--- src/rtl/lsu_mem_initiator_if.sv ---
// Data-memory bus between the LSU initiator and memory.
// Access codes shared by the LSU and its neighbours.
package lsu_pkg;
  localparam logic [5:0] ALU_LB  = 6'd20;
  localparam logic [5:0] ALU_LH  = 6'd21;
  localparam logic [5:0] ALU_LW  = 6'd22;
  localparam logic [5:0] ALU_LBU = 6'd23;
  localparam logic [5:0] ALU_LHU = 6'd24;
  localparam logic [5:0] ALU_SB  = 6'd25;
  localparam logic [5:0] ALU_SH  = 6'd26;
  localparam logic [5:0] ALU_SW  = 6'd27;
endpackage

interface lsu_mem_initiator_if #(
    parameter int ADDR_W = 17
) ();
    logic              mem_req;
    logic              mem_we;
    logic [3:0]        mem_be;
    logic [ADDR_W-3:0] mem_addr;
    logic [31:0]       mem_wdata;
    logic [31:0]       mem_rdata;
    logic              mem_rvalid;

    modport master (
        output mem_req, mem_we, mem_be,
        output mem_addr, mem_wdata,
        input  mem_rdata, mem_rvalid
    );

    modport slave (
        input  mem_req, mem_we, mem_be,
        input  mem_addr, mem_wdata,
        output mem_rdata, mem_rvalid
    );
endinterface

--- src/rtl/lsu_mem_initiator.sv ---
// LSU initiator: one request in, one word access out,
// one formatted response back per accepted request.
module lsu_mem_initiator
    import lsu_pkg::*;
#(
    parameter int ADDR_W  = 17,
    parameter int TIMEOUT = 15
) (
    input  logic        clk,
    input  logic        rst,
    input  logic        req_valid,
    output logic        req_ready,
    input  logic        is_load,
    input  logic        is_store,
    input  logic [5:0]  alucode,
    input  logic [31:0] addr,
    input  logic [31:0] st_data,
    output logic        stall,
    output logic        resp_valid,
    output logic [31:0] resp_data,
    output logic [1:0]  fault,
    lsu_mem_initiator_if.master mem
);

    typedef enum logic [2:0] {
        S_IDLE, S_LOAD, S_STORE, S_WAIT, S_RESP
    } state_t;

    state_t     state;
    logic [5:0] op;
    logic [1:0] off;
    logic [7:0] cnt;

    logic       ld_c, st_c, w_acc, h_acc;
    logic [1:0] acc_fault;
    logic [3:0] be;

    assign ld_c  = alucode inside {ALU_LB, ALU_LH, ALU_LW,
                                   ALU_LBU, ALU_LHU};
    assign st_c  = alucode inside {ALU_SB, ALU_SH, ALU_SW};
    assign w_acc = alucode inside {ALU_LW, ALU_SW};
    assign h_acc = alucode inside {ALU_LH, ALU_LHU, ALU_SH};

    always_comb begin
        be = 4'b0001 << addr[1:0];
        unique case (1'b1)
            w_acc:   be = 4'b1111;
            h_acc:   be = 4'b0011 << addr[1:0];
            default: be = 4'b0001 << addr[1:0];
        endcase
    end

    // Priority: type mismatch, out of range, then misalignment.
    always_comb begin
        acc_fault = 2'd0;
        if (!is_load && !is_store)
            acc_fault = 2'd0;
        else if ((is_load && is_store) ||
                 (is_load && !ld_c) ||
                 (is_store && !st_c))
            acc_fault = 2'd2;
        else if ((addr >> ADDR_W) != 32'd0)
            acc_fault = 2'd2;
        else if ((w_acc && addr[1:0] != 2'd0) ||
                 (h_acc && addr[1:0] == 2'd3))
            acc_fault = 2'd1;
    end

    function automatic logic [31:0] fmt(
        input logic [5:0]  c,
        input logic [1:0]  o,
        input logic [31:0] w
    );
        logic [31:0] s;
        s = w >> {o, 3'b000};
        unique case (c)
            ALU_LB:  fmt = {{24{s[7]}}, s[7:0]};
            ALU_LBU: fmt = {24'd0, s[7:0]};
            ALU_LH:  fmt = {{16{s[15]}}, s[15:0]};
            ALU_LHU: fmt = {16'd0, s[15:0]};
            default: fmt = w;
        endcase
    endfunction

    always_ff @(posedge clk) begin
        if (rst) begin
            state         <= S_IDLE;
            req_ready     <= 1'b1;
            stall         <= 1'b0;
            resp_valid    <= 1'b0;
            resp_data     <= 32'd0;
            fault         <= 2'd0;
            mem.mem_req   <= 1'b0;
            mem.mem_we    <= 1'b0;
            mem.mem_be    <= 4'd0;
            mem.mem_addr  <= '0;
            mem.mem_wdata <= 32'd0;
            op            <= 6'd0;
            off           <= 2'd0;
            cnt           <= 8'd0;
        end else begin
            unique case (state)
                S_IDLE: if (req_valid) begin
                    op            <= alucode;
                    off           <= addr[1:0];
                    req_ready     <= 1'b0;
                    stall         <= 1'b1;
                    mem.mem_addr  <= addr[ADDR_W-1:2];
                    mem.mem_be    <= be;
                    mem.mem_we    <= is_store;
                    mem.mem_wdata <= st_data << {addr[1:0], 3'b000};
                    if ((!is_load && !is_store) ||
                        acc_fault != 2'd0) begin
                        state      <= S_RESP;
                        resp_valid <= 1'b1;
                        resp_data  <= 32'd0;
                        fault      <= acc_fault;
                    end else if (is_load) begin
                        state       <= S_LOAD;
                        mem.mem_req <= 1'b1;
                    end else begin
                        state       <= S_STORE;
                        mem.mem_req <= 1'b1;
                    end
                end
                S_LOAD: begin
                    mem.mem_req <= 1'b0;
                    cnt         <= 8'd0;
                    state       <= S_WAIT;
                end
                S_STORE: begin
                    mem.mem_req <= 1'b0;
                    state       <= S_RESP;
                    resp_valid  <= 1'b1;
                    resp_data   <= 32'd0;
                    fault       <= 2'd0;
                end
                S_WAIT: begin
                    if (mem.mem_rvalid) begin
                        state      <= S_RESP;
                        resp_valid <= 1'b1;
                        resp_data  <= fmt(op, off, mem.mem_rdata);
                        fault      <= 2'd0;
                    end else if (cnt == 8'(TIMEOUT - 1)) begin
                        state      <= S_RESP;
                        resp_valid <= 1'b1;
                        resp_data  <= 32'd0;
                        fault      <= 2'd3;
                    end else begin
                        cnt <= cnt + 8'd1;
                    end
                end
                S_RESP: begin
                    resp_valid <= 1'b0;
                    req_ready  <= 1'b1;
                    stall      <= 1'b0;
                    state      <= S_IDLE;
                end
                default: state <= S_IDLE;
            endcase
        end
    end

endmodule

--- src/flat_wrapper.sv ---
// flat-port wrapper written by rule: the top's interface ports become plain ports
module lsu_mem_initiator_flat import lsu_pkg::*;
#(
    parameter int ADDR_W  = 17,
    parameter int TIMEOUT = 15
)
  (clk, rst, req_valid, req_ready, is_load, is_store, alucode, addr, st_data, stall, resp_valid, resp_data, fault, mem_mem_req, mem_mem_we, mem_mem_be, mem_mem_addr, mem_mem_wdata, mem_mem_rdata, mem_mem_rvalid);
  lsu_mem_initiator_if #(.ADDR_W(ADDR_W)) mem_i ();
  input  logic clk;
  input  logic rst;
  input  logic req_valid;
  output logic req_ready;
  input  logic is_load;
  input  logic is_store;
  input  logic [5:0] alucode;
  input  logic [31:0] addr;
  input  logic [31:0] st_data;
  output logic stall;
  output logic resp_valid;
  output logic [31:0] resp_data;
  output logic [1:0] fault;
  output wire logic [$bits(mem_i.mem_req)-1:0] mem_mem_req;
  output wire logic [$bits(mem_i.mem_we)-1:0] mem_mem_we;
  output wire logic [$bits(mem_i.mem_be)-1:0] mem_mem_be;
  output wire logic [$bits(mem_i.mem_addr)-1:0] mem_mem_addr;
  output wire logic [$bits(mem_i.mem_wdata)-1:0] mem_mem_wdata;
  input wire logic [$bits(mem_i.mem_rdata)-1:0] mem_mem_rdata;
  input wire logic [$bits(mem_i.mem_rvalid)-1:0] mem_mem_rvalid;
  assign mem_mem_req = mem_i.mem_req;
  assign mem_mem_we = mem_i.mem_we;
  assign mem_mem_be = mem_i.mem_be;
  assign mem_mem_addr = mem_i.mem_addr;
  assign mem_mem_wdata = mem_i.mem_wdata;
  assign mem_i.mem_rdata = mem_mem_rdata;
  assign mem_i.mem_rvalid = mem_mem_rvalid;
  lsu_mem_initiator #(.ADDR_W(ADDR_W), .TIMEOUT(TIMEOUT)) u_core (.clk(clk), .rst(rst), .req_valid(req_valid), .req_ready(req_ready), .is_load(is_load), .is_store(is_store), .alucode(alucode), .addr(addr), .st_data(st_data), .stall(stall), .resp_valid(resp_valid), .resp_data(resp_data), .fault(fault), .mem(mem_i));
endmodule
--- config.mk ---
export PLATFORM = sky130hd
export DESIGN_NAME = lsu_mem_initiator_flat
export DESIGN_NICKNAME = d
export VERILOG_FILES = /design/src/rtl/lsu_mem_initiator_if.sv /design/src/rtl/lsu_mem_initiator.sv /design/src/flat_wrapper.sv
export SDC_FILE = /design/constraint.sdc
export NUM_CORES = 1
export LEC_CHECK = 0
export CAP_MARGIN = 20
export CORE_ASPECT_RATIO = 0.5
export CORE_MARGIN = 2
export CORE_UTILIZATION = 45
export CTS_CLUSTER_SIZE = 24
export DETAILED_ROUTE_END_ITERATION = 12
export DONT_BUFFER_PORTS = 1
export HOLD_SLACK_MARGIN = 0.08
export PLACE_DENSITY = 0.69
export SLEW_MARGIN = 30
export SYNTH_ARGS = -nofsm -noshare
export SYNTH_HDL_FRONTEND = slang
export SYNTH_SLANG_ARGS = --single-unit
--- constraint.sdc ---
create_clock -name clk -period 2.1 [get_ports clk]
set_input_delay 0.42 -clock clk [delete_from_list [all_inputs] [get_ports clk]]
set_output_delay 0.42 -clock clk [all_outputs]
set_load 0.05 [all_outputs]
==> flow_metrics.tcl <==
set metrics [dict create \
    status "completed" \
    critPathLaunch "u_core.cnt[0]" \
    syn_inst 635 \
    syn-num-nets 745 \
    crit_path_cell_trace "inv_1, ha_1, and4b_1, a21o_1, a2111oi_1, xnor2_1, nor2_1" \
    drt_iter0_markers 306 \
    dr.pass1.iters 5 \
    seq_area_frac_synth_pct 40.6 \
    ys.flop_type "dfxtp_1" \
    wl_per_cell_um 18.1 \
    syn_area_sq_um 5380 \
    r2r_setup_slack_ns 0.08 \
    wirelength_um 14400 \
    clk_latency_ns 0.35 \
    busiest_layer "met2" \
    setup_viol 0 \
    crit_type "flop to flop" \
    synthSimpleGateAreaFrac_pct 18.5 \
    tns_ns 0 \
    cts_buffer_depth 2 \
    antenna_left 0 \
    cts_buffers 9 \
    end_kind "flop" \
    synth_compound_area_share_pct 20.6 \
    period_needed_ns 2.02 \
    gp_congestion 0.843 \
    grt_pass1_wl_um 21400 \
    fillers 1124 \
    synthToLayoutAreaGrowth_pct 10.9 \
    synth_async_sr_flop_share_pct 0 \
    hold_viol_final 0 \
    coreArea_sq_um 11700 \
    slowest_stage "a2111oi_1" \
    critPathArrivalTime_ns 2.24 \
    max-vdd-ir-drop_mv 0.374 \
    root_buffer "clkbuf_16" \
    start_kind "flop" \
    ys_types 63 \
    cp_slowest_stage_delay_ns 0.50 \
    htree_levels 3 \
    synth_top_family_by_area "compound AO/OA/AOI/OAI gates" \
    row_count 28 \
    drive_gt1_share_pct 11.9 \
    antenna_found_initial 0 \
    crit_fanout 7 \
    layout_setup_ws_ns 0.0845 \
    crit_end "u_core.cnt[4]" \
    cap_violations 0 \
    pin_count 198 \
    grt_util_all_layers_pct 21.2 \
    met2_usage_pct 36.7 \
    drc 0 \
    yosys.area_share.adder_pct 0.465 \
    p_comb_share_pct 9.1 \
    ys_ff_latch 109 \
    grt_start_max_net_pins 66 \
    worstPathRequired_ns 2.32 \
    die_area_sq_um 12900 \
    global_route.usage.met3_pct 7.58 \
    p_leak_nw 2.06 \
    relSlewSlack_pct 58.5 \
    rsz0062_at_grt "true" \
    layout.nets 737 \
    synthMuxAreaShare_pct 12.0 \
    holdBufCountCts 0 \
    power.density_nw_per_um2 815 \
    tightest_slew_ns 0.621 \
    vias 4578 \
    clkPwrFrac_pct 41.0 \
    io_buffers 0 \
    cts.sinks 109 \
    p_sw_share_pct 27.3 \
    fmax_mhz 496 \
    synth-edff-count 0 \
    reg2regPathDepth 7 \
    die_w_um 159 \
    cts_tree "done" \
    grt-ovfl-total 0 \
    maxSlewViolCount 0 \
    die_h_um 81.3 \
    antenna-diode-count 0 \
    yosys_warnings 0 \
    initial_utilization_pct 45.8 \
    synth-xor-area-share_pct 1.14 \
    clkSlewWorstSetupHoldPaths_ns 0.07 \
    reg2reg_to "u_core.cnt[4]" \
    routed_via_density 5.74 \
    fin_skew_ns 0.00887 \
    syn_area_per_cell_sq_um 8.47 \
    post-route-period-util_pct 96.0 \
    grt_pass1_vias 4140 \
    p_int_mw 3.54 \
    r2r-start "u_core.cnt[0]" \
    use_met1_pct 25.2 \
    switching_power_mw 1.33 \
    worstHoldPathType "input port to flop" \
    hpwlAfterDp_um 10600 \
    seq_power_share_pct 49.9 \
    dp_slack_ns -0.0720 \
]
==> worst min-delay path by stage <==
| stage | startpoint | end | slack [ns] | cells past startpoint |
|---|---|---|---|---|
| after floorplan | u_core.op[4] | u_core.op[4] | 0.44 | 2 |
| after global placement | u_core.op[4] | u_core.op[4] | 0.45 | 2 |
| after detailed placement | u_core.op[4] | u_core.op[4] | 0.45 | 2 |
| after CTS | rst | u_core.mem.mem_addr[14] | 0.13 | 1 |
| after global routing | rst | u_core.cnt[0] | 0.13 | 1 |
| final | rst | u_core.cnt[0] | 0.15 | 1 |
==> critical path: cells and delay by family, from the launching register on <==
kind                     cells  cell delay [ns]
XOR/XNOR                     1             0.17
adder cells (fa/ha/maj)      1             0.20
AND/OR/NAND/NOR              2             0.29
buffers and inverters        1             0.07
AO/OA/AOI/OAI                2             0.77
flip-flops                   1             0.40
==> synth_stat cells (all sizes together) (3+ instances only) <==
| cell type | n | area share (%) |
|---|---|---|
| mux2 | 8 | 1.7 |
| mux4 | 9 | 3.8 |
| a2bb2oi | 8 | 1.3 |
| dfxtp | 109 | 41 |
| mux2i | 35 | 6.5 |
| nand4 | 4 | 0.47 |
| a221oi | 9 | 1.5 |
| nor2b | 4 | 0.47 |
| nor3 | 13 | 1.2 |
| o221ai | 8 | 1.3 |
| nor3b | 4 | 0.56 |
| o22ai | 27 | 4.3 |
| nand2 | 98 | 6.8 |
| nand2b | 5 | 0.58 |
| nor2 | 57 | 4.0 |
| a2111oi | 4 | 0.65 |
| inv | 43 | 3.0 |
| a21oi | 47 | 4.4 |
| a211oi | 5 | 0.79 |
| o21ai | 26 | 2.4 |
| buf | 11 | 1.5 |
| xnor2 | 7 | 1.1 |
| nand3 | 21 | 2.0 |
| clkbuf | 31 | 2.2 |
| nor4 | 3 | 0.35 |
==> metrics by stage <==
| stage | hold slack, ns | area, sq um | std cells | util (%) | total power [mW] |
|---|---|---|---|---|---|
| floorplan | 0.440 | 5380 | 635 | - | 2.84 |
| global placement | 0.450 | 5610 | 781 | 47.8 | 2.91 |
| detailed placement | 0.454 | 5610 | 781 | 47.8 | 2.92 |
| CTS | 0.133 | 5960 | 797 | 50.8 | 4.92 |
| global route | 0.128 | 5960 | 797 | 50.8 | 5.06 |
| finish | 0.147 | 5960 | 797 | 50.8 | 4.86 |
==> timing repair <==
| action | CTS | global route |
|---|---|---|
| gates resized for setup | 0 | 5 |
| setup buffers | 0 | 0 |
| endpoints found under the setup margin | 0 | 6 |
==> cell type report <==
type	count	area (sq um)	share of cell area (%)
Tap cell	165	206	3.46
Clock inverter	7	128	2.14
Timing Repair Buffer	23	210	3.52
Multi-Input combinational cell	440	2850	47.7
Sequential cell	109	2180	36.6
Clock buffer	9	225	3.78
Inverter	44	165	2.77
==> state kept, by name, summed over array words and instances (netlist names) <==
signal,count
u_core.cnt,8
u_core.fault,2
u_core.mem.mem_addr,15
u_core.mem.mem_be,4
u_core.mem.mem_req,1
u_core.mem.mem_wdata,32
u_core.mem.mem_we,1
u_core.off,2
u_core.op,6
u_core.req_ready,1
u_core.resp_data,32
u_core.resp_valid,1
u_core.stall,1
u_core.state,3
==> layout by cell type, fill, tap and decap left out, types with 13 or more instances in the layout <==
cell       n
dfxtp_1  109
nand2_1   98
nor2_1    56
a21oi_1   47
inv_1     43
mux2i_1   35
nand3_1   21
buf_4     20
o21ai_0   18
o22ai_1   17
nor3_1    13
==> kinds of logic (layout without fill, tap and decap cells) <==
family / count (synthesis) / count (layout)
AND/OR/NAND/NOR: 221 / 221
AO/OA/AOI/OAI: 158 / 158
flip-flops: 109 / 109
buffers and inverters: 86 / 83
multiplexers: 52 / 52
XOR/XNOR: 7 / 7
adder cells (fa/ha/maj): 2 / 2
==> power by group through the flow <==
| stage | registers [mW] | logic (mW) | clock network [mW] |
|---|---|---|---|
| final | 2.43 | 0.441 | 1.99 |
| after global routing | 2.44 | 0.488 | 2.13 |
| after CTS | 2.43 | 0.441 | 2.05 |
| after detailed placement | 2.48 | 0.440 | 0 |
| after global placement | 2.48 | 0.431 | 0 |
| after floorplan | 2.45 | 0.383 | 0 |
==> per-layer routing <==
layer | part of all wire [%] | routed length, um
met3 | 9.8 | 1420
met1 | 41 | 5910
met5 | 0 | 0
met4 | 1.5 | 210
met2 | 48 | 6910
No activity file was read; power rests on OpenSTA's default activity.
